<file path="config.mk">
export PLATFORM = sky130hd
export DESIGN_NAME = iq_frame_sampler
export DESIGN_NICKNAME = d
export VERILOG_FILES = /design/src/rtl/sampler_pkg.sv /design/src/rtl/rate_divider.sv /design/src/rtl/iq_frame_sampler.sv
export SDC_FILE = /design/constraint.sdc
export NUM_CORES = 1
export LEC_CHECK = 0
export ABC_AREA = 1
export CORE_MARGIN = 2
export CORE_UTILIZATION = 35
export CTS_CLUSTER_SIZE = 40
export DETAILED_ROUTE_END_ITERATION = 10
export DONT_BUFFER_PORTS = 1
export PLACE_DENSITY = 0.53
export SLEW_MARGIN = 20
export SYNTH_ARGS = -nofsm -noshare
export SYNTH_HDL_FRONTEND = slang
export SYNTH_SLANG_ARGS = --single-unit
</file>
<file path="constraint.sdc">
create_clock -name clk -period 2.6 [get_ports clk]
set_input_delay 0.39 -clock clk [delete_from_list [all_inputs] [get_ports clk]]
set_output_delay 0.39 -clock clk [all_outputs]
set_load 0.02 [all_outputs]
</file>
<file path="src/rtl/sampler_pkg.sv">
// Shared definitions for the IQ frame sampler: one-hot state encoding and channel packing.
package sampler_pkg;

    localparam int S_IDLE   = 0;
    localparam int S_READ   = 1;
    localparam int S_GAP    = 2;
    localparam int S_COMMIT = 3;
    localparam int STATE_W  = 4;

    typedef logic [STATE_W-1:0] state_t;

    localparam state_t ST_IDLE   = state_t'(1) << S_IDLE;
    localparam state_t ST_READ   = state_t'(1) << S_READ;
    localparam state_t ST_GAP    = state_t'(1) << S_GAP;
    localparam state_t ST_COMMIT = state_t'(1) << S_COMMIT;

    // LSB position of channel ch in a packed multi-channel word.
    function automatic int ch_lsb(input int ch, input int width);
        return ch * width;
    endfunction

endpackage

</file>
<file path="src/rtl/rate_divider.sv">
// Programmable tick generator: one registered tick every (div+1) enabled clocks.
module rate_divider #(
    parameter int DIV_W       = 16,
    parameter int DEFAULT_DIV = 9999
) (
    input  logic             clk,
    input  logic             rst,
    input  logic             enable,
    input  logic [DIV_W-1:0] div_value,
    input  logic             div_load,
    output logic             tick
);

    logic [DIV_W-1:0] div_q;
    logic [DIV_W-1:0] cnt_q;

    always_ff @(posedge clk or posedge rst) begin
        if (rst) begin
            div_q <= DIV_W'(DEFAULT_DIV);
            cnt_q <= DIV_W'(DEFAULT_DIV);
            tick  <= 1'b0;
        end else begin
            tick <= 1'b0;
            // A load restarts the period and swallows any tick due this cycle.
            if (div_load) begin
                div_q <= div_value;
                cnt_q <= div_value;
            end else if (!enable) begin
                cnt_q <= div_q;
            end else if (cnt_q == '0) begin
                cnt_q <= div_q;
                tick  <= 1'b1;
            end else begin
                cnt_q <= cnt_q - 1'b1;
            end
        end
    end

endmodule

</file>
<file path="src/rtl/iq_frame_sampler.sv">
// Pulls NUM_CH words per sample tick from a show-ahead FIFO and commits them as one frame.
module iq_frame_sampler
    import sampler_pkg::*;
#(
    parameter int DATA_W      = 8,
    parameter int NUM_CH      = 2,
    parameter int DIV_W       = 16,
    parameter int DEFAULT_DIV = 9999,
    parameter int GAP_CYCLES  = 1
) (
    input  logic                     clk,
    input  logic                     rst,
    input  logic                     enable,
    input  logic [DIV_W-1:0]         div_value,
    input  logic                     div_load,
    input  logic                     underflow_mode,
    input  logic                     stat_clear,
    input  logic                     fifo_empty,
    input  logic [DATA_W-1:0]        fifo_data_out,
    output logic                     fifo_rd,
    output logic [NUM_CH*DATA_W-1:0] sample_out,
    output logic                     sample_valid,
    output logic                     busy,
    output logic [15:0]              underflow_cnt,
    output logic                     overrun
);

    localparam int CH_W = (NUM_CH > 1) ? $clog2(NUM_CH) : 1;

    logic                     tick;
    state_t                   state_q;
    logic [CH_W-1:0]          ch_q;
    logic [1:0]               gap_q;
    logic [NUM_CH*DATA_W-1:0] staging_q;

    rate_divider #(
        .DIV_W      (DIV_W),
        .DEFAULT_DIV(DEFAULT_DIV)
    ) u_div (
        .clk      (clk),
        .rst      (rst),
        .enable   (enable),
        .div_value(div_value),
        .div_load (div_load),
        .tick     (tick)
    );

    assign fifo_rd = state_q[S_READ] & ~fifo_empty;
    assign busy    = ~state_q[S_IDLE];

    always_ff @(posedge clk or posedge rst) begin
        if (rst) begin
            state_q       <= ST_IDLE;
            ch_q          <= '0;
            gap_q         <= '0;
            staging_q     <= '0;
            sample_out    <= '0;
            sample_valid  <= 1'b0;
            underflow_cnt <= '0;
            overrun       <= 1'b0;
        end else begin
            sample_valid <= 1'b0;
            unique case (state_q)
                ST_IDLE: begin
                    if (tick) begin
                        state_q <= ST_READ;
                        ch_q    <= '0;
                    end
                end
                ST_READ: begin
                    if (!fifo_empty) begin
                        staging_q[ch_lsb(int'(ch_q), DATA_W) +: DATA_W] <= fifo_data_out;
                    end else begin
                        // Empty slot: zero-fill or repeat the last committed word.
                        staging_q[ch_lsb(int'(ch_q), DATA_W) +: DATA_W] <= underflow_mode ?
                            sample_out[ch_lsb(int'(ch_q), DATA_W) +: DATA_W] : '0;
                        if (underflow_cnt != 16'hFFFF) begin
                            underflow_cnt <= underflow_cnt + 16'd1;
                        end
                    end
                    if (ch_q == CH_W'(NUM_CH - 1)) begin
                        state_q <= ST_COMMIT;
                    end else if (GAP_CYCLES == 0) begin
                        ch_q <= ch_q + 1'b1;
                    end else begin
                        state_q <= ST_GAP;
                        gap_q   <= '0;
                    end
                end
                ST_GAP: begin
                    if (gap_q == 2'(GAP_CYCLES - 1)) begin
                        state_q <= ST_READ;
                        ch_q    <= ch_q + 1'b1;
                    end else begin
                        gap_q <= gap_q + 1'b1;
                    end
                end
                ST_COMMIT: begin
                    sample_out   <= staging_q;
                    sample_valid <= 1'b1;
                    state_q      <= ST_IDLE;
                end
                default: state_q <= ST_IDLE;
            endcase

            if (tick && !state_q[S_IDLE]) begin
                overrun <= 1'b1;
            end
            // Clearing takes priority over a same-cycle increment or overrun.
            if (stat_clear) begin
                underflow_cnt <= '0;
                overrun       <= 1'b0;
            end
        end
    end

endmodule

</file>
==> impl_metrics.tcl <==
set metrics [dict create \
    synth_edf_count 0 \
    coreArea_mm2 0.0127 \
    sw_frac_of_total_pct 31.6 \
    wl_um 10800 \
    fin_crit_ns 2.04 \
    wl_per_cell_um 13.9 \
    die-area_mm2 0.0140 \
    grt_first_pass_wirelength_um 18400 \
    die_h_um 119 \
    setup.worst_path.class "flop to flop" \
    pwr-share-clk_pct 35.1 \
    drt_first_pass_iters 4 \
    crit_buf_inv 2 \
    dp_hpwl_um 7660 \
    antenna_cells 0 \
    syn_nets 633 \
    p_comb_share_pct 16.4 \
    timing.hold.ws_ns 0.0486 \
    synthArstFlopShare_pct 100 \
    fin_setup_tns_ns 0 \
    yosysTopAreaCellShare_pct 39.8 \
    netlist.top_cell.by_area "dfrtp_1" \
    yosys-top-cells-area "dfrtp_1 40%, nand2_1 17%, dfstp_2 9.7%" \
    cts.clk_slew.worst_paths_ns 0.07 \
    cp_data_arrival_time_ns 2.33 \
    ir_worst_vdd_uv 284 \
    grt_overflow 0 \
    hold_buffers 0 \
    ys_ff_latch 90 \
    tightestPinTransition_ns 0.508 \
    ys_warn_count 0 \
    synth_ff_type "dfrtp_1" \
    fin_nets 636 \
    p_leak_nw 2.51 \
    ios 67 \
    grt_pass1_vias 3613 \
    grt_usage_pct 16.3 \
    cts_sinks 90 \
    worstRegToRegCells 9 \
    via_per_inst 4.83 \
    cp.depth 9 \
    finClkSkew_ns 0.0134 \
    crit_chain "inv_1 -> ha_1 -> nand2_1 -> nor2_1 -> nand2_1 -> nand3_1 -> inv_1 -> nand3_1 -> nand2_1" \
    syn_area_per_cell_um2 7.68 \
    cp_top_family "simple AND/OR/NAND/NOR gates" \
    required_ns 2.89 \
    cts_resized 0 \
    post_cts.repair.setup_buffers 0 \
    crit_path_max_fanout 12 \
    antenna_found_initial 0 \
    hold_violations 0 \
    timing.final.max_slew_violations 0 \
    syn_to_final_growth_pct 10.8 \
    status "finished, final reports clean" \
    cts_buffer_depth 2 \
    synth.distinct_cells 31 \
    tritoncts "built" \
    portBuffers 0 \
    fin_cells 778 \
    cts_inserted_buffers 9 \
    netlist_top_cells_count "209 x nand2_1, 73 x dfrtp_1, 59 x inv_1, 58 x nor2_1, 47 x nand3_1" \
    p_sw_mw 1.22 \
    slowest_delay_ns 0.55 \
    final_core_util_pct 40.0 \
    p_per_area_mw_per_mm2 761 \
    start_util_pct 36.1 \
    rsz0062_at_grt "no" \
    cp_common_cell "nand2_1" \
    pwr-share-seq_pct 48.6 \
    post-place-cells 762 \
    finalPower_mw 3.87 \
    fmax_mhz 489 \
    hold_class "input pin to async pin" \
    clk_latency_ns 0.35 \
    synthCells 598 \
    gp_congestion 0.843 \
    antenna_left 0 \
    synth.most_common_cell "nand2_1" \
    worst_path_max_delay_cell "dfstp_2" \
    grt_max_degree 91 \
    maxSlewHeadroom_pct 66.1 \
    die_x_um 119 \
    ys_seq_area_share_pct 49.5 \
    critPathCaptureType "flop" \
    intPower_mw 2.65 \
    maxCapViolCount 0 \
    clock_tree.root_cell "clkbuf_16" \
    vias 3754 \
    drt_iter0_drc 250 \
    rows 41 \
    fin_crit_sh_pct 78.6 \
    syn_area_mm2 0.00459 \
    htreeDepth 3 \
    drc 0 \
    setup_viol 0 \
    crit_path_start_kind "flop" \
    drive_above_1_share_pct 10.2 \
]
## power groups by stage
| stage | sequential, mW | clock [mW] | combinational [mW] |
|---|---|---|---|
| floorplan | 1.85 | 0 | 0.525 |
| global placement | 1.89 | 0 | 0.630 |
| detailed placement | 1.90 | 0 | 0.640 |
| CTS | 1.88 | 1.39 | 0.643 |
| global route | 1.91 | 1.44 | 0.746 |
| finish | 1.88 | 1.36 | 0.633 |
## worst paths after layout
path / start / endpoint / slack [ns]
setup / recovery: u_div.cnt_q[0]$_DFF_PP1_ / u_div.cnt_q[14]$_DFF_PP0_ / 0.56
min in group clk: stat_clear / overrun$_DFFE_PP0P_ / 0.09
hold / removal: rst / u_div.div_q[5]$_DFFE_PP0P_ / 0.05
setup reg to reg: u_div.cnt_q[0]$_DFF_PP1_ / u_div.cnt_q[14]$_DFF_PP0_ / 0.56
max in group asynchronous: rst / state_q[0]$_DFFE_PP1P_ / 2.18
hold reg to reg: u_div.div_q[15]$_DFFE_PP0P_ / u_div.div_q[15]$_DFFE_PP0P_ / 0.47
## per-layer routing
metal | part of all wire, % | wire [um] | vias to the layer above | track usage (%)
li1 | - | - | 1910 | -
met1 | 50 | 5350 | 1759 | 22.4
met2 | 45 | 4850 | 71 | 25.0
met3 | 3.6 | 383 | 14 | 3.62
met4 | 1.9 | 201 | 0 | 6.32
met5 | 0 | 0 | - | 0
## registers in the layout, summed over array words and instances (netlist names)
name           flops
gap_q              2
overrun            1
underflow_cnt     16
state_q            4
u_div.cnt_q       16
ch_q               1
u_div.tick         1
u_div.div_q       16
sample_out        16
sample_valid       1
staging_q         16
## layout by cell type, fill, tap and decap left out, drive strengths merged
| cell type | count |
|---|---|
| nor2 | 66 |
| ha | 4 |
| nand4 | 16 |
| or2 | 10 |
| xor2 | 4 |
| inv | 63 |
| dfstp | 17 |
| xnor2 | 3 |
| clkinv | 2 |
| nor3 | 4 |
| and2 | 1 |
| a21oi | 13 |
| nand3b | 4 |
| clkbuf | 11 |
| o21ai | 46 |
| buf | 3 |
| nand3 | 47 |
| o21a | 1 |
| o21bai | 3 |
| bufinv | 1 |
| clkinvlp | 3 |
| nand2 | 211 |
| dfrtp | 73 |
## cell families after synthesis
group                      after synthesis  share of synthesized area (%)
AOI/OAI and AO/OA                       63                           7.09
xor gates and xnor gates                 7                           1.34
adders and majority gates                4                           1.09
buffers and inverters                   75                           6.65
DFF                                     90                           49.5
and+or+nand+nor                        359                           34.3
## stage by stage
step | setup slack, ns | instance area (um2)
after floorplan | 0.911 | 4590
after global placement | 0.619 | 4780
after detailed placement | 0.549 | 4780
after CTS | 0.536 | 5080
after global routing | 0.297 | 5080
final | 0.555 | 5080
## cell type report
cell class | instances | area (um2)
Clock inverter | 5 | 62.6
Multi-Input combinational cell | 433 | 2010
Tap cell | 172 | 215
Fill cell | 1358 | 7640
Sequential cell | 90 | 2270
Clock buffer | 11 | 243
Inverter | 64 | 244
Timing Repair Buffer | 3 | 35.0
(Power assumes the default switching activity.)
